[src/rtl/vram_rect_writer.sv]
// Fills a rectangle of video RAM with a constant word, one registered write per clock.
// Commands are taken over a valid/ready handshake in IDLE. A one-cycle done pulse follows the
// last write. An abort ends the fill early and produces no done pulse.
module vram_rect_writer #(
  parameter int unsigned ADDR_W = 15,
  parameter int unsigned DATA_W = 16,
  parameter int unsigned DIM_W  = 8
) (
  input  logic              clk,
  input  logic              rst_n,
  input  logic              cmd_valid,
  output logic              cmd_ready,
  input  logic [ADDR_W-1:0] cmd_base,
  input  logic [DIM_W-1:0]  cmd_width,
  input  logic [DIM_W-1:0]  cmd_height,
  input  logic [DIM_W-1:0]  cmd_pitch,
  input  logic [DATA_W-1:0] cmd_value,
  input  logic              abort,
  output logic              mem_we,
  output logic [ADDR_W-1:0] mem_addr,
  output logic [DATA_W-1:0] mem_din,
  output logic              busy,
  output logic              done
);

  typedef enum logic [1:0] {StIdle, StWrite, StFinish} state_e;

  state_e            state_q, state_d;
  logic              mem_we_q, mem_we_d;
  logic [ADDR_W-1:0] mem_addr_q, mem_addr_d;
  logic [DATA_W-1:0] mem_din_q, mem_din_d;
  logic [ADDR_W-1:0] row_start_q, row_start_d;
  logic [DIM_W-1:0]  col_q, col_d;
  logic [DIM_W-1:0]  row_q, row_d;
  logic [DIM_W-1:0]  width_q, width_d;
  logic [DIM_W-1:0]  height_q, height_d;
  logic [DIM_W-1:0]  pitch_q, pitch_d;
  logic [ADDR_W-1:0] next_row_start;

  // Address arithmetic wraps naturally at ADDR_W bits.
  assign next_row_start = row_start_q + ADDR_W'(pitch_q);

  // State and datapath registers.
  always_ff @(posedge clk or negedge rst_n) begin
    if (!rst_n) begin
      state_q     <= StIdle;
      mem_we_q    <= 1'b0;
      mem_addr_q  <= '0;
      mem_din_q   <= '0;
      row_start_q <= '0;
      col_q       <= '0;
      row_q       <= '0;
      width_q     <= '0;
      height_q    <= '0;
      pitch_q     <= '0;
    end else begin
      state_q     <= state_d;
      mem_we_q    <= mem_we_d;
      mem_addr_q  <= mem_addr_d;
      mem_din_q   <= mem_din_d;
      row_start_q <= row_start_d;
      col_q       <= col_d;
      row_q       <= row_d;
      width_q     <= width_d;
      height_q    <= height_d;
      pitch_q     <= pitch_d;
    end
  end

  // Next-state logic: accept, raster walk (col inner, row outer), abort, finish.
  always_comb begin
    state_d     = state_q;
    mem_we_d    = mem_we_q;
    mem_addr_d  = mem_addr_q;
    mem_din_d   = mem_din_q;
    row_start_d = row_start_q;
    col_d       = col_q;
    row_d       = row_q;
    width_d     = width_q;
    height_d    = height_q;
    pitch_d     = pitch_q;
    unique case (state_q)
      StIdle: begin
        if (cmd_valid) begin
          width_d     = cmd_width;
          height_d    = cmd_height;
          pitch_d     = cmd_pitch;
          col_d       = '0;
          row_d       = '0;
          row_start_d = cmd_base;
          if (cmd_width == '0 || cmd_height == '0) begin
            state_d = StFinish;
          end else begin
            // First write is presented the cycle after accept.
            state_d    = StWrite;
            mem_we_d   = 1'b1;
            mem_addr_d = cmd_base;
            mem_din_d  = cmd_value;
          end
        end
      end
      StWrite: begin
        if (abort) begin
          mem_we_d = 1'b0;
          state_d  = StIdle;
        end else if (col_q != width_q - DIM_W'(1)) begin
          col_d      = col_q + DIM_W'(1);
          mem_addr_d = mem_addr_q + ADDR_W'(1);
        end else if (row_q != height_q - DIM_W'(1)) begin
          col_d       = '0;
          row_d       = row_q + DIM_W'(1);
          row_start_d = next_row_start;
          mem_addr_d  = next_row_start;
        end else begin
          mem_we_d = 1'b0;
          state_d  = StFinish;
        end
      end
      StFinish: state_d = StIdle;
      default:  state_d = StIdle;
    endcase
  end

  assign cmd_ready = (state_q == StIdle);
  assign busy      = (state_q == StWrite);
  assign done      = (state_q == StFinish);
  assign mem_we    = mem_we_q;
  assign mem_addr  = mem_addr_q;
  assign mem_din   = mem_din_q;

endmodule
[config.mk]
export PLATFORM = sky130hd
export DESIGN_NAME = vram_rect_writer
export DESIGN_NICKNAME = d
export VERILOG_FILES = /design/src/rtl/vram_rect_writer.sv
export SDC_FILE = /design/constraint.sdc
export NUM_CORES = 1
export LEC_CHECK = 0
export ABC_AREA = 0
export CORE_MARGIN = 5
export CORE_UTILIZATION = 45
export CTS_BUF_LIST = sky130_fd_sc_hd__clkbuf_16
export DETAILED_ROUTE_END_ITERATION = 6
export PLACE_DENSITY = 0.67
export SETUP_SLACK_MARGIN = 0.3
export SLEW_MARGIN = 20
export SYNTH_ARGS = -nofsm -noshare
export SYNTH_HDL_FRONTEND = slang
export SYNTH_SLANG_ARGS = --single-unit
[constraint.sdc]
create_clock -name clk -period 3.8 [get_ports clk]
set_clock_uncertainty 0.2 [all_clocks]
set_input_delay 0.76 -clock clk [delete_from_list [all_inputs] [get_ports clk]]
set_output_delay 0.76 -clock clk [all_outputs]
set_load 0.01 [all_outputs]
==> results of run 1 <==
==> placed cells by master, fill, tap and decap left out, drive strengths merged, types with 4 or more instances in the layout <==
master           n
nand3           20
xnor2           28
ha              13
clkdlybuf4s50   92
a31oi            8
nor3            11
mux2            21
nor2            51
a21oi           26
and3             7
xor2            20
buf             15
dfrtp           89
o21ai           35
a22o             8
inv             22
clkbuf           9
a211oi           5
nor2b            7
and2             5
nor3b            4
or3              4
nor4             6
nand2          114
o211ai           8
nand4            4
==> cells in the mapped netlist (5+ instances only) <==
cell | n | area [µm²]
nand2_1 | 114 | 427.9
dfrtp_1 | 89 | 2227
nor2_1 | 50 | 187.7
o21ai_0 | 34 | 170.2
xnor2_1 | 28 | 245.2
a21oi_1 | 25 | 125.1
mux2_2 | 21 | 236.5
nand3_1 | 20 | 100.1
xor2_1 | 20 | 175.2
inv_1 | 18 | 67.56
clkbuf_1 | 15 | 56.30
ha_1 | 13 | 162.7
nor3_1 | 11 | 55.05
a22o_1 | 8 | 70.07
a31oi_1 | 8 | 50.05
and3_1 | 7 | 43.79
buf_2 | 7 | 35.03
nor2b_1 | 7 | 43.79
o211ai_1 | 7 | 52.55
nor4_1 | 6 | 37.54
a211oi_1 | 5 | 37.54
and2_1 | 5 | 31.28
==> per-stage QoR <==
step	std cells	util, %	hold slack [ps]	setup WS (ps)
2_1_floorplan	578	-	249.7	991.3
6_report	819	57.74	285.2	615.8
5_1_grt	819	57.74	309.7	442.9
3_3_place_gp	805	55.58	269.5	655.2
3_5_place_dp	805	55.58	272.1	619.9
4_1_cts	819	57.74	287.0	604.9
==> power by group <==
| group | internal [mW] | switching (mW) | total (mW) |
|---|---|---|---|
| clock | 0.425 | 0.342 | 0.767 |
| combinational | 0.860 | 0.867 | 1.73 |
| sequential | 1.22 | 0.316 | 1.54 |
| total | 2.50 | 1.52 | 4.03 |
==> layer usage <==
metal  up-vias  part of all wire, %  track usage, %
met1      2187                   45           25.34
met2        99                   49           33.31
met4         0                  2.1           5.946
met3        24                  3.6           4.764
li1       2205                    -               -
met5         -                    0               0
==> sequential cells by signal, indices dropped and copies added, names as in the netlist <==
register     cells
col_q            8
height_q         8
mem_addr        15
mem_din         16
mem_we           1
pitch_q          8
row_q            8
row_start_q     15
state_q          2
width_q          8
==> final timing paths <==
path                                 to  startpoint
min in group asynchronous  mem_addr[12]       rst_n
max                            row_q[2]  width_q[2]
max reg2reg                    row_q[2]  width_q[2]
max in group asynchronous      row_q[3]       rst_n
min reg2reg                  pitch_q[2]  pitch_q[2]
min                          pitch_q[2]  pitch_q[2]
==> worst max-delay path, delay by kind of cell (launching register included) <==
family          cells  cell delay, ps
simple gates        2             740
flops               1             440
buf+inv             1             200
compound gates      6            1490
==> logic make-up after synthesis <==
| group | Yosys count | share of synthesized area (%) |
|---|---|---|
| simple gates | 245 | 21.38 |
| fa+ha+maj | 14 | 3.520 |
| mux | 22 | 4.749 |
| buf+inv | 42 | 3.206 |
| xor+xnor | 48 | 8.100 |
| flops | 89 | 42.91 |
| compound gates | 118 | 16.13 |
==> layout make-up <==
type,count,share of cell area (%)
clock buffer,9,3.431
timing repair buffer,107,15.93
sequential,89,33.92
multi-input combinational,447,42.60
tap,143,2.725
clock inverter,5,0.3049
inverter,19,1.086
==> reports/results.tsv, run 1 <==
metric	value	unit
status	completed	
post-synth cell types	61	
RSZ-0062 raised after global routing	false	
Post-Syn Area	0.005190	mm²
drt first-iter violations	285	
YS warnings	0	
worst slew pin tran	911.6	ps
Worst-Skew Late Latency	340	ps
Final Setup Violations	0	
Synth async-reset ratio	100.0	%
Max-cap violations	0	
Setup crit start kind	flop	
first-pass GRT wire length	22790	µm
Placement Cell Area	0.006320	mm²
worst reg2reg path depth	9	
htree depth	3	
Vert. Die Dim	117.4	µm
CTS clk-pin slew, worst paths	60	ps
Total GRT Usage	19.84	%
CTS max path bufs	2	
Final TNS setup	0	ps
Initial Util	45.65	%
worst hold path class	reg -> reg	
# DRC	0	
count of flip-flops with a built-in enable after synthesis	0	
Critical Path Slowest Stage Cell	or4_4	
critical path arrival	3210	ps
die width	117.4	µm
Layout Nets	746	
CTS Root Buffer Type	clkbuf_16	
Max Fanout on Critical Path	20	
cts-stage hold buffer count	0	
global route overflow	0	
Max Slew Vio Count	0	
FF+latch area	0.002227	mm²
post-DP HPWL	9818	µm
flop2flop setup slack	620	ps
P&R area growth vs syn	26.49	%
global placement routability congestion	0.8507	
CTS Buf Count	9	
proportion of layout cells with a drive suffix above 1	8.728	%
Core Area	0.01137	mm²
vias in the first global route	4604	
WS Path Type	reg -> reg	
Initial DRT Pass Iterations	4	
Vias/cell	5.513	
PD cells	613.7	mW/mm²
slew margin rel.	39.22	%
post-DR wirelength/cell	16.43	µm
drt total wl	13450	µm
DR vias	4515	
fin crit share	83.80	%
crit path capture type	flop	
crit-path cells	or4_4, or2_0, o311ai_1, o211ai_2, o21bai_4, a21oi_4, buf_12, a21oi_1, a31o_2	
Yosys reg bits	89	
Worst path max stage delay	520	ps
Pleak	2.786	nW
Rows	39	
Tot Pwr	4.029	mW
Worst Path Required	3820	ps
f_max	314.0	MHz
Post-Syn Area per Cell	8.979	µm²
Die Area	0.01378	mm²
remaining antenna violation count	0	
Resize count post-CTS	0	
min Tclk post-route	3184	ps
pin count of the biggest net entering global routing	71	
CTS tree	yes	
# fillers	1027	
initial antenna violation count	0	
Peak VDD IR	0.4120	mV
syn nets	651	
final hold viol count	0	
Post-Synthesis Cells	578	
multi-input logic area	0.002796	mm²
Antenna Cells	0	
WHS Path Cells	2	
ys flop type	dfrtp_1	
post-synthesis sequential area ratio	42.91	%
Buffers on Ports	93	
CTS sink count	89	
# IOs	94	
Finished Cell Area	0.006565	mm²
Post-CTS Setup Repair Bufs	0	
Note: power is estimated with default switching activity, not from simulation.
==> inputs of run 2 (changes only) <==
==> constraint.sdc (replaced) <==
create_clock -name clk -period 3.12 [get_ports clk]
set_clock_uncertainty 0.2 [all_clocks]
set_input_delay 0.624 -clock clk [delete_from_list [all_inputs] [get_ports clk]]
set_output_delay 0.624 -clock clk [all_outputs]
set_load 0.01 [all_outputs]
==> reports/results.tsv, run 2 (synthesized netlist as in run 1, its figures left out) <==
metric	value	unit
CTS Root Buffer Type	clkbuf_16	
drt first-iter violations	270	
Pleak	3.062	nW
htree depth	3	
Layout Utilization	63.99	%
Final Setup Violations	0	
first element of the critical path	width_q[0]	
min Tclk post-route	2938	ps
WS Path Type	reg -> reg	
commonest non-fill, non-tap cell in the layout	nand2_1	
Die Area	0.01378	mm²
Peak VDD IR	0.4891	mV
Max Slew Vio Count	0	
crit path capture type	flop	
Initial DRT Pass Iterations	5	
Max Fanout on Critical Path	6	
CTS clk-pin slew, worst paths	70	ps
most frequent cells in the layout	nand2_1 (112), clkdlybuf4s50_1 (92), dfrtp_1 (89)	
worst reg2reg path depth	9	
initial antenna violation count	0	
# fillers	928	
Vert. Die Dim	117.4	µm
die width	117.4	µm
P&R area growth vs syn	40.19	%
Core Area	0.01137	mm²
CTS tree	yes	
global placement routability congestion	0.8697	
# DRC	0	
r2r endpoint	mem_addr[1]	
Tot Pwr	5.377	mW
Layout Nets	780	
fin crit share	94.17	%
Antenna Cells	0	
Setup crit start kind	flop	
pin count of the biggest net entering global routing	49	
# IOs	94	
CTS max path bufs	2	
worst slew pin tran	652.2	ps
DR WL met3	708	µm
first-pass GRT wire length	24740	µm
Finished Cell Area	0.007276	mm²
Placement Cell Area	0.006390	mm²
final hold viol count	0	
Buffers on Ports	93	
flop2flop setup slack	180	ps
f_max	340.4	MHz
PD cells	739.1	mW/mm²
vias in the first global route	4935	
CTS sink count	89	
slew margin rel.	56.29	%
DR vias	4775	
Total GRT Usage	21.59	%
worst hold path class	in -> async	
Vias/cell	5.585	
routed wl met2	7815	µm
Rows	39	
Worst-Skew Late Latency	340	ps
Worst R2R Start	width_q[0]	
uppermost layer routed	met4	
post-DR wirelength/cell	17.80	µm
critical path arrival	2960	ps
proportion of layout cells with a drive suffix above 1	19.52	%
max reg flops	16	
global route overflow	0	
Worst Path Required	3150	ps
CTS Buf Count	9	
Max-cap violations	0	
remaining antenna violation count	0	
status	completed	
drt total wl	15220	µm
post-DP HPWL	10050	µm
M1 WL	6433	µm
Initial Util	45.65	%
RSZ-0062 raised after global routing	true	
## run 2: layout make-up
cell class,count,area (µm²),share of cell area (%)
multi-input cells,449,3040,41.79
clock inverters,7,40.04,0.5503
repair buffers,139,1493,20.52
flip-flops and latches,89,2227,30.61
well taps,143,178.9,2.459
clock buffers,9,225.2,3.095
inverters,19,71.32,0.9802
## run 2: repair_timing
item                       CTS  global route
gates cloned                 5             1
setup endpoints to repair   46            47
setup buffers               20             2
gates resized for setup     53            32
hold buffers                 0             0
pin swaps                   20            16
## run 2: worst max-delay path, cell delays in order, from the launching register on
cell and delay [ps]:
dfrtp_1 410, or4_4 540, or2_1 260, o311ai_2 260, o211ai_2 150, buf_4 190, o41ai_4 240, buf_6 190
nor2_4 80, mux2_2 310
## run 2: layer usage
metal / vias to the layer above / GRT usage (%)
met5: - / 0
met4: 0 / 7.107
met3: 24 / 4.379
met2: 139 / 36.39
met1: 2330 / 27.70
li1: 2282 / -
## run 2: per-stage QoR
| stage | setup TNS (ps) | std cells | hold slack (ps) | worst slack [ps] |
|---|---|---|---|---|
| 4_1_cts | 0 | 852 | 92.00 | 199.6 |
| 3_3_place_gp | -70.84 | 811 | 267.5 | -14.84 |
| 6_report | 0 | 855 | 76.83 | 182.0 |
| 5_1_grt | 0 | 855 | 117.7 | 76.49 |
| 2_1_floorplan | 0 | 578 | 128.4 | 311.3 |
| 3_5_place_dp | -720.7 | 811 | 272.2 | -154.1 |
## run 2: where the power goes
group / internal (mW) / switching, mW / leakage [nW]
sequential: 1.48 / 0.407 / 1.09
combinational: 1.26 / 1.24 / 1.84
clock: 0.531 / 0.456 / 0.130
## run 2: worst max path at each step
stage / to / cells after the start
after floorplan: mem_addr[9] / 9
after global placement: mem_addr[6] / 7
after detailed placement: mem_addr[12] / 8
after CTS: mem_addr[1] / 9
after global routing: row_q[0] / 11
final: mem_addr[1] / 9
==> inputs of run 3 (changes only) <==
--- a/config.mk
+++ b/config.mk
@@ -8,7 +8,7 @@
 export ABC_AREA = 0
 export CORE_MARGIN = 5
 export CORE_UTILIZATION = 45
-export CTS_BUF_LIST = sky130_fd_sc_hd__clkbuf_16
+export CTS_BUF_LIST = sky130_fd_sc_hd__clkbuf_8
 export DETAILED_ROUTE_END_ITERATION = 6
 export PLACE_DENSITY = 0.67
 export SETUP_SLACK_MARGIN = 0.3
==> reports/results.tsv, run 3 (synthesized netlist as in run 1, its figures left out) <==
metric	value	unit
P&R area growth vs syn	37.46	%
Vert. Die Dim	117.4	µm
CTS Root Buffer Type	clkbuf_8	
commonest non-fill, non-tap cell in the layout	nand2_1	
final std cells w/o fill	852	
CTS clk-pin slew, worst paths	90	ps
pin count of the biggest net entering global routing	49	
Worst Path Required	3180	ps
global placement routability congestion	0.8697	
Setup crit start kind	flop	
post-DP HPWL	10050	µm
flop2flop setup slack	220	ps
Max Slew Vio Count	0	
most frequent cells in the layout	nand2_1 (112), clkdlybuf4s50_1 (92), dfrtp_1 (89)	
Peak VDD IR	0.4150	mV
drt total wl	14910	µm
Layout Nets	777	
vias in the first global route	4789	
die width	117.4	µm
Buffers on Ports	93	
placed instance count	811	
final hold viol count	0	
Most Used Layer, Global Route	met2	
WS Path Type	reg -> reg	
status	completed	
initial antenna violation count	0	
Max Fanout on Critical Path	6	
Initial Util	45.65	%
f_max	344.6	MHz
worst slew pin tran	607.8	ps
htree depth	3	
crit path capture type	flop	
Final Setup Violations	0	
global route overflow	0	
final hold slack	37.53	ps
remaining antenna violation count	0	
Vias/cell	5.538	
min Tclk post-route	2902	ps
worst hold path class	in -> async	
proportion of layout cells with a drive suffix above 1	18.90	%
drt first-iter violations	298	
Initial DRT Pass Iterations	5	
max reg flops	16	
dpl ws	-154.1	ps
M2 GR Usage	34.69	%
grt met1 use	27.52	%
Placement Cell Area	0.006390	mm²
Die Area	0.01378	mm²
slew margin rel.	59.26	%
post-DR wirelength/cell	17.50	µm
Pleak	3.002	nW
final worst slack	218.2	ps
critical path arrival	2960	ps
CTS max path bufs	2	
Core Area	0.01137	mm²
CTS sink count	89	
first-pass GRT wire length	24090	µm
Rows	39	
cts-stage hold buffer count	0	
Finished Cell Area	0.007134	mm²
Total GRT Usage	21.01	%
# IOs	94	
grt met3 use	4.812	%
CTS tree	yes	
Worst-Skew Late Latency	370	ps
Antenna Cells	0	
fin crit share	93.01	%
PD cells	710.5	mW/mm²
DR vias	4718	
# DRC	0	
Max-cap violations	0	
RSZ-0062 raised after global routing	true	
CTS Buf Count	9	
run 3: cell types whose count changed in the layout (fill, tap and decap cells not counted), moves of 2 or more:
cell / delta
clkbuf_8: +9
clkbuf_16: -8
buf_6: -3
and3_1: +2
and3_4: -2
nor2_2: -2
nor2_4: +2
run 3: final timing paths:
check                           start              end  depth (start not counted)
max in group asynchronous       rst_n      height_q[3]                          2
hold reg to reg                mem_we           mem_we                          2
setup / recovery           width_q[1]         row_q[2]                         10
min in group clk               mem_we           mem_we                          2
setup reg to reg           width_q[1]         row_q[2]                         10
hold / removal                  rst_n  row_start_q[12]                          1
run 3: critical path, cell delays in order, from the launching register on:
cell	delay, ps
dfrtp_1	400
or4_4	550
or2_1	260
o311ai_2	260
o211ai_2	130
o21bai_4	230
a21oi_4	250
buf_6	150
buf_16	110
a21oi_2	50
a31o_2	200
run 3: where the power goes:
| part | switching [mW] | internal [mW] |
|---|---|---|
| Clock | 0.424 | 0.281 |
| Sequential | 0.407 | 1.48 |
| Combinational | 1.22 | 1.25 |
run 3: per-stage QoR:
stage | util, % | power (mW) | setup TNS (ps)
after CTS | 60.54 | 4.891 | 0
after floorplan | - | 3.167 | 0
final | 62.75 | 5.069 | 0
after detailed placement | 56.20 | 4.016 | -720.7
after global placement | 56.20 | 3.943 | -70.84
after global routing | 62.75 | 5.389 | 0
run 3: area by class of cell:
| class | count | area [µm²] |
|---|---|---|
| multi-input cells | 449 | 3042 |
| clock buffers | 9 | 123.9 |
| inverters | 19 | 71.32 |
| clock inverters | 7 | 40.04 |
| repair buffers | 136 | 1451 |
| flip-flops and latches | 89 | 2227 |
| fillers | 961 | 4235 |
| well taps | 143 | 178.9 |
run 3: repair_timing:
item | 4_1_cts | 5_1_grt
setup buffers | 15 | 4
pin swaps | 20 | 13
endpoints found under the setup margin | 46 | 45
cloned | 4 | 2
resized for setup | 37 | 46
run 3: routing by layer:
layer | vias up | share of wire [%]
li1 | 2274 | -
met4 | 0 | 1.8
met2 | 131 | 50
met5 | - | 0
met1 | 2284 | 43
met3 | 29 | 4.6
